[src/rtl/div_rr_scheduler_pkg.sv]
// Shared types for the divider scheduler: operand width, requester id and
// the tag that travels alongside each divide in flight.
package div_rr_scheduler_pkg;

  localparam int INT_W    = 32;
  // Tags carry ids for up to MAX_REQ requesters; NUM_REQ must not exceed it.
  localparam int MAX_REQ  = 16;
  localparam int REQ_ID_W = $clog2(MAX_REQ);

  typedef logic [INT_W-1:0]    int_t;
  typedef logic [REQ_ID_W-1:0] req_id_t;

  typedef struct packed {
    logic    vld;
    req_id_t id;
    logic    dz;
  } div_tag_t;

endpackage

[src/rtl/div_rr_scheduler_rr_arbiter.sv]
// Round-robin arbiter: scans upward from the pointer with wrap-around and
// moves the pointer just past the winner whenever a grant is taken.
module rr_arbiter #(
  parameter  int NUM_REQ = 4,
  localparam int ID_W    = $clog2(NUM_REQ)
) (
  input  logic               clk,
  input  logic               rst,
  input  logic [NUM_REQ-1:0] req_i,
  input  logic               en_i,
  output logic [NUM_REQ-1:0] grant_o,
  output logic [ID_W-1:0]    grant_id_o,
  output logic               any_o
);

  logic [ID_W-1:0] ptr_q, ptr_d;
  logic            found;

  // First pass covers ptr..NUM_REQ-1, second pass wraps around to 0..ptr-1.
  always_comb begin
    grant_o    = '0;
    grant_id_o = '0;
    found      = 1'b0;
    for (int i = 0; i < NUM_REQ; i++) begin
      if (!found && req_i[i] && i >= int'(ptr_q)) begin
        grant_o[i] = 1'b1;
        grant_id_o = ID_W'(i);
        found      = 1'b1;
      end
    end
    for (int i = 0; i < NUM_REQ; i++) begin
      if (!found && req_i[i]) begin
        grant_o[i] = 1'b1;
        grant_id_o = ID_W'(i);
        found      = 1'b1;
      end
    end
  end

  assign any_o = found;
  assign ptr_d = (grant_id_o == ID_W'(NUM_REQ - 1)) ? '0 : grant_id_o + 1'b1;

  always_ff @(posedge clk) begin
    if (rst) begin
      ptr_q <= '0;
    end else if (en_i && found) begin
      ptr_q <= ptr_d;
    end
  end

endmodule

[src/rtl/div_rr_scheduler.sv]
// Shares one pipelined divider among NUM_REQ requesters; a tag pipe shadows
// the divider so each quotient is steered back to the requester that issued it.
module div_rr_scheduler
  import div_rr_scheduler_pkg::*;
#(
  parameter int NUM_REQ = 4,
  parameter int DIV_LAT = 1
) (
  input  logic               clk,
  input  logic               rst,
  input  logic [NUM_REQ-1:0] req_vld,
  output logic [NUM_REQ-1:0] req_rdy,
  input  int_t [NUM_REQ-1:0] req_num,
  input  int_t [NUM_REQ-1:0] req_den,
  output logic [NUM_REQ-1:0] rsp_vld,
  input  logic [NUM_REQ-1:0] rsp_rdy,
  output int_t               rsp_quot,
  output logic               rsp_dz,
  output logic               div_vld_in,
  output logic               div_rdy_in,
  input  logic               div_rdy_out,
  input  logic               div_vld_out,
  output int_t               div_num,
  output int_t               div_den,
  input  int_t               div_quot,
  output logic [31:0]        busy_cnt
);

  localparam int LAST = DIV_LAT - 1;
  localparam int ID_W = $clog2(NUM_REQ);

  div_tag_t [DIV_LAT-1:0] tag_q;
  div_tag_t               stage0_d;
  logic [31:0]            busy_q, busy_d;
  logic                   adv, ownerRdy, issue, arbEn, anyReq, anyBusy;
  logic [NUM_REQ-1:0]     grant;
  logic [ID_W-1:0]        grantId;

  // The tail tag names the owner of the quotient currently at the divider output.
  always_comb begin
    rsp_vld  = '0;
    ownerRdy = 1'b0;
    for (int i = 0; i < NUM_REQ; i++) begin
      if (tag_q[LAST].vld && tag_q[LAST].id == req_id_t'(i)) begin
        rsp_vld[i] = !rst;
        ownerRdy   = rsp_rdy[i];
      end
    end
  end

  assign adv        = rst || !tag_q[LAST].vld || ownerRdy;
  assign div_rdy_in = adv;
  assign rsp_quot   = div_quot;
  assign rsp_dz     = !rst && tag_q[LAST].vld && tag_q[LAST].dz;

  // Issue also waits on adv so a tag can never be dropped into a frozen pipe.
  assign arbEn      = !rst && div_rdy_out && adv;
  assign issue      = arbEn && anyReq;
  assign div_vld_in = issue;

  rr_arbiter #(.NUM_REQ(NUM_REQ)) u_arb (
    .clk       (clk),
    .rst       (rst),
    .req_i     (req_vld),
    .en_i      (arbEn),
    .grant_o   (grant),
    .grant_id_o(grantId),
    .any_o     (anyReq)
  );

  always_comb begin
    req_rdy  = '0;
    div_num  = '0;
    div_den  = '0;
    stage0_d = '0;
    if (issue) begin
      req_rdy = grant;
      for (int i = 0; i < NUM_REQ; i++) begin
        if (grant[i]) begin
          div_num = req_num[i];
          div_den = req_den[i];
        end
      end
      stage0_d.vld = 1'b1;
      stage0_d.id  = req_id_t'(grantId);
      stage0_d.dz  = (div_den == '0);
    end
  end

  always_ff @(posedge clk) begin
    if (rst) begin
      tag_q <= '0;
    end else if (adv) begin
      tag_q[0] <= stage0_d;
      for (int s = 1; s < DIV_LAT; s++) begin
        tag_q[s] <= tag_q[s-1];
      end
    end
  end

  always_comb begin
    anyBusy = 1'b0;
    for (int s = 0; s < DIV_LAT; s++) begin
      anyBusy = anyBusy | tag_q[s].vld;
    end
  end

  assign busy_d = (anyBusy && busy_q != '1) ? busy_q + 32'd1 : busy_q;

  always_ff @(posedge clk) begin
    if (rst) begin
      busy_q <= '0;
    end else begin
      busy_q <= busy_d;
    end
  end

  assign busy_cnt = busy_q;

  assert property (@(posedge clk) disable iff (rst) div_vld_out == tag_q[LAST].vld);
  assert property (@(posedge clk) disable iff (rst) $onehot0(rsp_vld));

endmodule

[config.mk]
export PLATFORM = sky130hd
export DESIGN_NAME = div_rr_scheduler
export DESIGN_NICKNAME = d
export VERILOG_FILES = /design/src/rtl/div_rr_scheduler_pkg.sv /design/src/rtl/div_rr_scheduler_rr_arbiter.sv /design/src/rtl/div_rr_scheduler.sv
export SDC_FILE = /design/constraint.sdc
export NUM_CORES = 1
export LEC_CHECK = 0
export BUFFER_PORTS_ARGS = -buffer_cell sky130_fd_sc_hd__buf_2
export CORE_AREA = 4 4 169 171
export CTS_CLUSTER_DIAMETER = 30
export DETAILED_ROUTE_END_ITERATION = 10
export DIE_AREA = 0 0 173 175
export PLACE_DENSITY = 0.45
export REMOVE_ABC_BUFFERS = 1
export SETUP_SLACK_MARGIN = 0.4
export SYNTH_ARGS = -nofsm -noshare
export SYNTH_HDL_FRONTEND = slang
export SYNTH_SLANG_ARGS = --single-unit
[constraint.sdc]
create_clock -name clk -period 1.8 [get_ports clk]
set_input_delay 0.18 -clock clk [delete_from_list [all_inputs] [get_ports clk]]
set_output_delay 0.18 -clock clk [all_outputs]
set_load 0.02 [all_outputs]
==> results of run 1 <==
-- final timing paths --
check | startpoint | end | slack (ns)
max | u_arb.ptr_q[1]$_SDFFE_PP0P_ | div_num[4] | -0.53
min | rsp_rdy[3] | tag_q[1]$_SDFFE_PP0N_ | 0.20
min reg2reg | busy_cnt[20]$_SDFFE_PP0P_ | busy_cnt[20]$_SDFFE_PP0P_ | 0.55
max reg2reg | u_arb.ptr_q[1]$_SDFFE_PP0P_ | tag_q[0]$_SDFFE_PP0N_ | -0.48
-- layer usage --
metal / up-vias / GRT usage / routed length [um]
met1: 3033 / 0.189 / 10900
met3: 33 / 0.0660 / 2690
met2: 342 / 0.285 / 14300
met5: - / 0.0272 / 116
met4: 6 / 0.0293 / 344
li1: 3044 / - / -
-- what timing repair did --
action | in CTS | in global routing
endpoints found under the setup margin | 112 | 112
pin swaps | 113 | 62
resized for setup | 200 | 143
cloned | 5 | 6
setup buffers | 43 | 14
-- metrics by stage --
| step | util | hold slack [ns] |
|---|---|---|
| 5_1_grt | 0.328 | 0.220 |
| 4_1_cts | 0.296 | 0.194 |
| 3_5_place_dp | 0.244 | 0.360 |
| 3_3_place_gp | 0.244 | 0.360 |
| 2_1_floorplan | - | 0.249 |
| 6_report | 0.328 | 0.203 |
-- where the power goes --
group | internal, W | switching (W)
logic | 0.00119 | 0.00114
clock network | 0.000833 | 0.000363
registers | 0.000854 | 0.0000114
total | 0.00288 | 0.00151
-- Yosys cell counts (5+ instances only) --
cell type,n
buf_4,32
clkbuf_1,32
nor2b_1,5
a221oi_1,11
xnor2_1,7
nor3_1,8
nor2_1,71
o22ai_1,7
buf_2,6
nand2_1,72
and2_1,9
dfxtp_1,38
or3_1,5
nor4_1,12
a21oi_1,65
nand3_1,15
a222oi_1,44
nand4_1,13
o21ai_0,14
inv_1,6
a22oi_1,7
xor2_1,21
-- final cells by class --
cell class	instances	area, um^2
Inverter	7	38.8
Timing Repair Buffer	545	3970
Tap cell	341	427
Clock buffer	6	139
Multi-Input combinational cell	433	3380
Sequential cell	38	776
Fill cell	2904	18100
Clock inverter	2	60.1
Antenna cell	3	7.51
-- registers in the layout, summed over array words and instances (netlist names) --
register     cells
anyBusy          1
tag_q            3
busy_cnt        32
u_arb.ptr_q      2
-- kinds of logic after synthesis --
| group | share of synthesized area |
|---|---|
| AOI/OAI and AO/OA | 0.321 |
| xor gates and xnor gates | 0.0641 |
| adders and majority gates | 0.00327 |
| buffers and inverters | 0.116 |
| DFF | 0.199 |
| muxes | 0.0141 |
| and+or+nand+nor | 0.283 |
-- tightest hold or removal path, cell delays in order --
cell	delay [ns]
buf_2	0.08
mux2_2	0.13
o21bai_1	0.05
==> results.json, run 1 <==
{
  "outcome": "finished with violations",
  "violations": "negative setup slack",
  "grt_max_degree": 37,
  "routed_wirelength_um": 28300,
  "seq_area_frac_synth": 0.199,
  "p_total_w": 0.00439,
  "critPathBufInv": 4,
  "area_delta_synth_final_pct": 130,
  "p_leak_nw": 4.04,
  "grt_usage": 0.163,
  "critPathMaxStageDelay_ns": 0.38,
  "clock-sinks": 38,
  "finalMaxSlewViolations": 0,
  "skew_ns": 0.00932,
  "synth-main-ff-cell": "dfxtp_1",
  "gp_congestion": 0.897,
  "hold_viol_final": 0,
  "grt_pass1_wl_um": 38700,
  "synth_area_mm2": 0.00383,
  "avgSynthCellArea_um2": 6.93,
  "fmax_mhz": 429,
  "layout_common_cells": "buf_2 (307), buf_4 (149), nand2_1 (62)",
  "drc": 0,
  "cp-start-kind": "register",
  "die_h_um": 175,
  "fin_crit_sh": 1.30,
  "finalCriticalPeriod_ns": 2.33,
  "firstDrtPassIters": 7,
  "synth_top_cell_by_area": "dfxtp_1",
  "synthCells": 552,
  "finalSetupViolCount": 103,
  "yosys-top-cells-area": "dfxtp_1 (20%), a222oi_1 (12%), a21oi_1 (8.5%)",
  "tightest_slew_ns": 0.469,
  "die_area_mm2": 0.0303,
  "path_max_fanout": 7,
  "min_delay_path_depth": 3,
  "cts_root_buffer": "clkbuf_16",
  "path_delay_family": "compound AO/OA/AOI/OAI gates",
  "rsz0062_at_grt": "yes",
  "endpoint_kind": "output pin",
  "crit_arrival_ns": 2.15,
  "hold_path.class": "input pin to register",
  "cts_tree": "done",
  "ctsHoldBuffers": 0,
  "finish.net_count": 1331,
  "ys_ff_latch": 38,
  "p_per_area_mw_per_mm2": 498,
  "reg2reg_depth": 11,
  "slowest_stage": "dfxtp_4",
  "die_x_um": 173,
  "vdd_drop_max_v": 0.000487,
  "synth_edf_count": 0,
  "required_ns": 1.62,
  "rows": 60,
  "grt-ovfl-total": 0,
  "routed_via_density": 4.70,
  "clkTransAtPathRegs_ns": 0.06,
  "finalInstanceArea_mm2": 0.00880,
  "grt_pass1_vias": 6315,
  "final_common_cell": "buf_2",
  "drt_iter0_drc": 395,
  "clock_latency_ns": 0.28,
  "fin_cells": 1375,
  "synthArstFlopShare": 0,
  "slew_headroom": 0.683,
  "h-tree-depth": 2,
  "critPathKind": "register to output pin",
  "pre_cts_ws_ns": -0.694,
  "wl_per_cell_um": 20.6,
  "io_pins": 439,
  "clk_path_buf_depth": 2,
  "cts_buffers": 5,
  "placedCellCount": 1296,
  "synth_top_area_share": 0.199,
  "dr_total_vias": 6458,
  "setup_tns_ns": -36.83,
  "start_util": 0.142,
  "dp_hpwl_um": 22000,
  "core_mm2": 0.0269,
  "io_buffers": 373,
  "placedInstanceArea_mm2": 0.00656,
  "cap_violations": 0,
  "drtAntennaViolNets": 0,
  "synth.distinct_cells": 55,
  "layout_setup_ws_ns": -0.532,
  "drive_above_1_share": 0.682,
  "path_cells": "buf_6 > nor2b_4 > o21bai_4 > nand2_8 > buf_12 > buf_16 > a222oi_1 > a21oi_1 > buf_4",
  "worst-path-stages": 9,
  "antenna_found_initial": 4,
  "ys_warn_count": 0
}
Note: power is estimated with default switching activity, not from simulation.
==> run 2, diff against run 1 <==
--- a/config.mk
+++ b/config.mk
@@ -10,7 +10,8 @@
 export CTS_CLUSTER_DIAMETER = 30
 export DETAILED_ROUTE_END_ITERATION = 10
 export DIE_AREA = 0 0 173 175
-export PLACE_DENSITY = 0.45
+export HOLD_SLACK_MARGIN = 0.02
+export PLACE_DENSITY = 0.44
 export REMOVE_ABC_BUFFERS = 1
 export SETUP_SLACK_MARGIN = 0.4
 export SYNTH_ARGS = -nofsm -noshare
==> constraint.sdc (replaced) <==
create_clock -name clk -period 2.8 [get_ports clk]
set_input_delay 0.28 -clock clk [delete_from_list [all_inputs] [get_ports clk]]
set_output_delay 0.28 -clock clk [all_outputs]
set_load 0.02 [all_outputs]
==> run 2 against run 1 <==
Against the previous run:
- the run now ends clean
- routed wire length down 5.5%
- critical endpoint is now div_den[6]
- non-clock buffer count down 133
- register-to-register slack better by 0.98 ns
- cell area down 23%
- combinational power down 53%
- global-route usage down 0.56 points
- clock-buffer cell count down 1
- critical path depth down 1
- core utilization down 7.5 points
==> results.json, run 2 (synthesis gave the netlist of run 1 again) <==
{
  "skew_ns": 0.00413,
  "routed_wirelength_um": 26700,
  "finalMaxSlewViolations": 0,
  "ctsHoldBuffers": 0,
  "tightest_slew_ns": 0.456,
  "firstDrtPassIters": 9,
  "grt_pass1_vias": 5767,
  "rows": 60,
  "dr_total_vias": 5834,
  "io_pins": 439,
  "wl_per_cell_um": 21.5,
  "layout_common_cells": "buf_2 (341), nand2_1 (70), nor2_1 (65)",
  "clkTransAtPathRegs_ns": 0.06,
  "final_common_cell": "buf_2",
  "endpoint_kind": "output pin",
  "dp_hpwl_um": 22000,
  "clock-sinks": 38,
  "hold_path.class": "input pin to register",
  "slew_headroom": 0.696,
  "largest_reg_flops": 32,
  "fillCellCount": 3063,
  "io_buffers": 373,
  "hold_viol_final": 0,
  "finalInstanceArea_mm2": 0.00678,
  "grt-ovfl-total": 0,
  "fmax_mhz": 412,
  "die_x_um": 173,
  "gp_congestion": 0.845,
  "finalSetupViolCount": 0,
  "die_h_um": 175,
  "cts_root_buffer": "clkbuf_16",
  "required_ns": 2.52,
  "finalCriticalPeriod_ns": 2.43,
  "clock_latency_ns": 0.28,
  "core_mm2": 0.0269,
  "routed_via_density": 4.70,
  "cts_buffers": 5,
  "outcome": "complete, no violations",
  "grt_pass1_wl_um": 36600,
  "hold_ws_ns": 0.309,
  "p_per_area_mw_per_mm2": 354,
  "path_max_fanout": 23,
  "h-tree-depth": 2,
  "placedInstanceArea_mm2": 0.00589,
  "drc": 0,
  "cp-start-kind": "register",
  "grt_usage": 0.158,
  "drt_iter0_drc": 444,
  "p_leak_nw": 3.09,
  "grt_max_degree": 38,
  "fin_crit_sh": 0.867,
  "area_delta_synth_final_pct": 77.1,
  "cap_violations": 0,
  "vdd_drop_max_v": 0.000305,
  "clk_path_buf_depth": 2,
  "cts_tree": "done",
  "rsz0062_at_grt": "yes",
  "drtAntennaViolNets": 0,
  "finish.net_count": 1198,
  "start_util": 0.142,
  "antenna_found_initial": 5,
  "die_area_mm2": 0.0303,
  "critPathKind": "register to output pin",
  "crit_arrival_ns": 2.15,
  "drive_above_1_share": 0.537
}
-- run 2: final timing paths --
| kind | from | to | slack, ns | cells after the start |
|---|---|---|---|---|
| min | rsp_rdy[3] | tag_q[1]$_SDFFE_PP0N_ | 0.31 | 3 |
| max reg2reg | u_arb.ptr_q[1]$_SDFFE_PP0P_ | tag_q[0]$_SDFFE_PP0N_ | 0.50 | 9 |
| min reg2reg | busy_cnt[5]$_SDFFE_PP0P_ | busy_cnt[5]$_SDFFE_PP0P_ | 0.51 | 2 |
| max | u_arb.ptr_q[1]$_SDFFE_PP0P_ | div_den[6] | 0.37 | 8 |
-- run 2: through the flow --
step           total power (W)  std cells  setup slack [ns]  setup TNS [ns]  utilization
6_report               0.00240       1242             0.372               0        0.252
3_3_place_gp           0.00147       1213             0.134               0        0.219
2_1_floorplan          0.00101        477            -0.190           -1.58            -
4_1_cts                0.00231       1229             0.351               0        0.237
5_1_grt                0.00253       1242             0.286               0        0.252
3_5_place_dp           0.00147       1213             0.109               0        0.219
-- run 2: cell type report --
cell class              count  area, um^2  share of cell area
inverters                   7        26.3             0.00388
clock buffers               5         125              0.0185
repair buffers            412        2450               0.362
clock inverters             3        68.8              0.0102
diodes                      3        7.51             0.00111
flip-flops and latches     38         769               0.114
multi-input cells         433        2900               0.428
well taps                 341         427              0.0630
-- run 2: what timing repair did --
item,CTS,global route
resized for setup,55,70
pin swaps,19,39
setup endpoints to repair,69,75
cloned,2,4
setup buffers,6,6
-- run 2: worst max-delay path, cell delays in order (launching register included) --
cell and delay (ns):
dfxtp_4 0.42, a21oi_1 0.10, o211a_4 0.31, buf_8 0.18, a221oi_1 0.38, nor2_1 0.10, a21oi_1 0.13, nor2_1 0.05
buf_2 0.16
-- run 2: where the power goes --
group	switching (W)	internal [W]	total, W
Clock	0.000235	0.000512	0.000748
Sequential	0.0000146	0.000549	0.000564
Combinational	0.000593	0.000495	0.00109
-- run 2: metal layers --
layer  track usage  up-vias  share of wire
li1              -     2764              -
met2         0.269      337           0.49
met4        0.0239        4         0.0092
met1         0.186     2713           0.40
met3        0.0679       16           0.10
met5        0.0288        -         0.0045
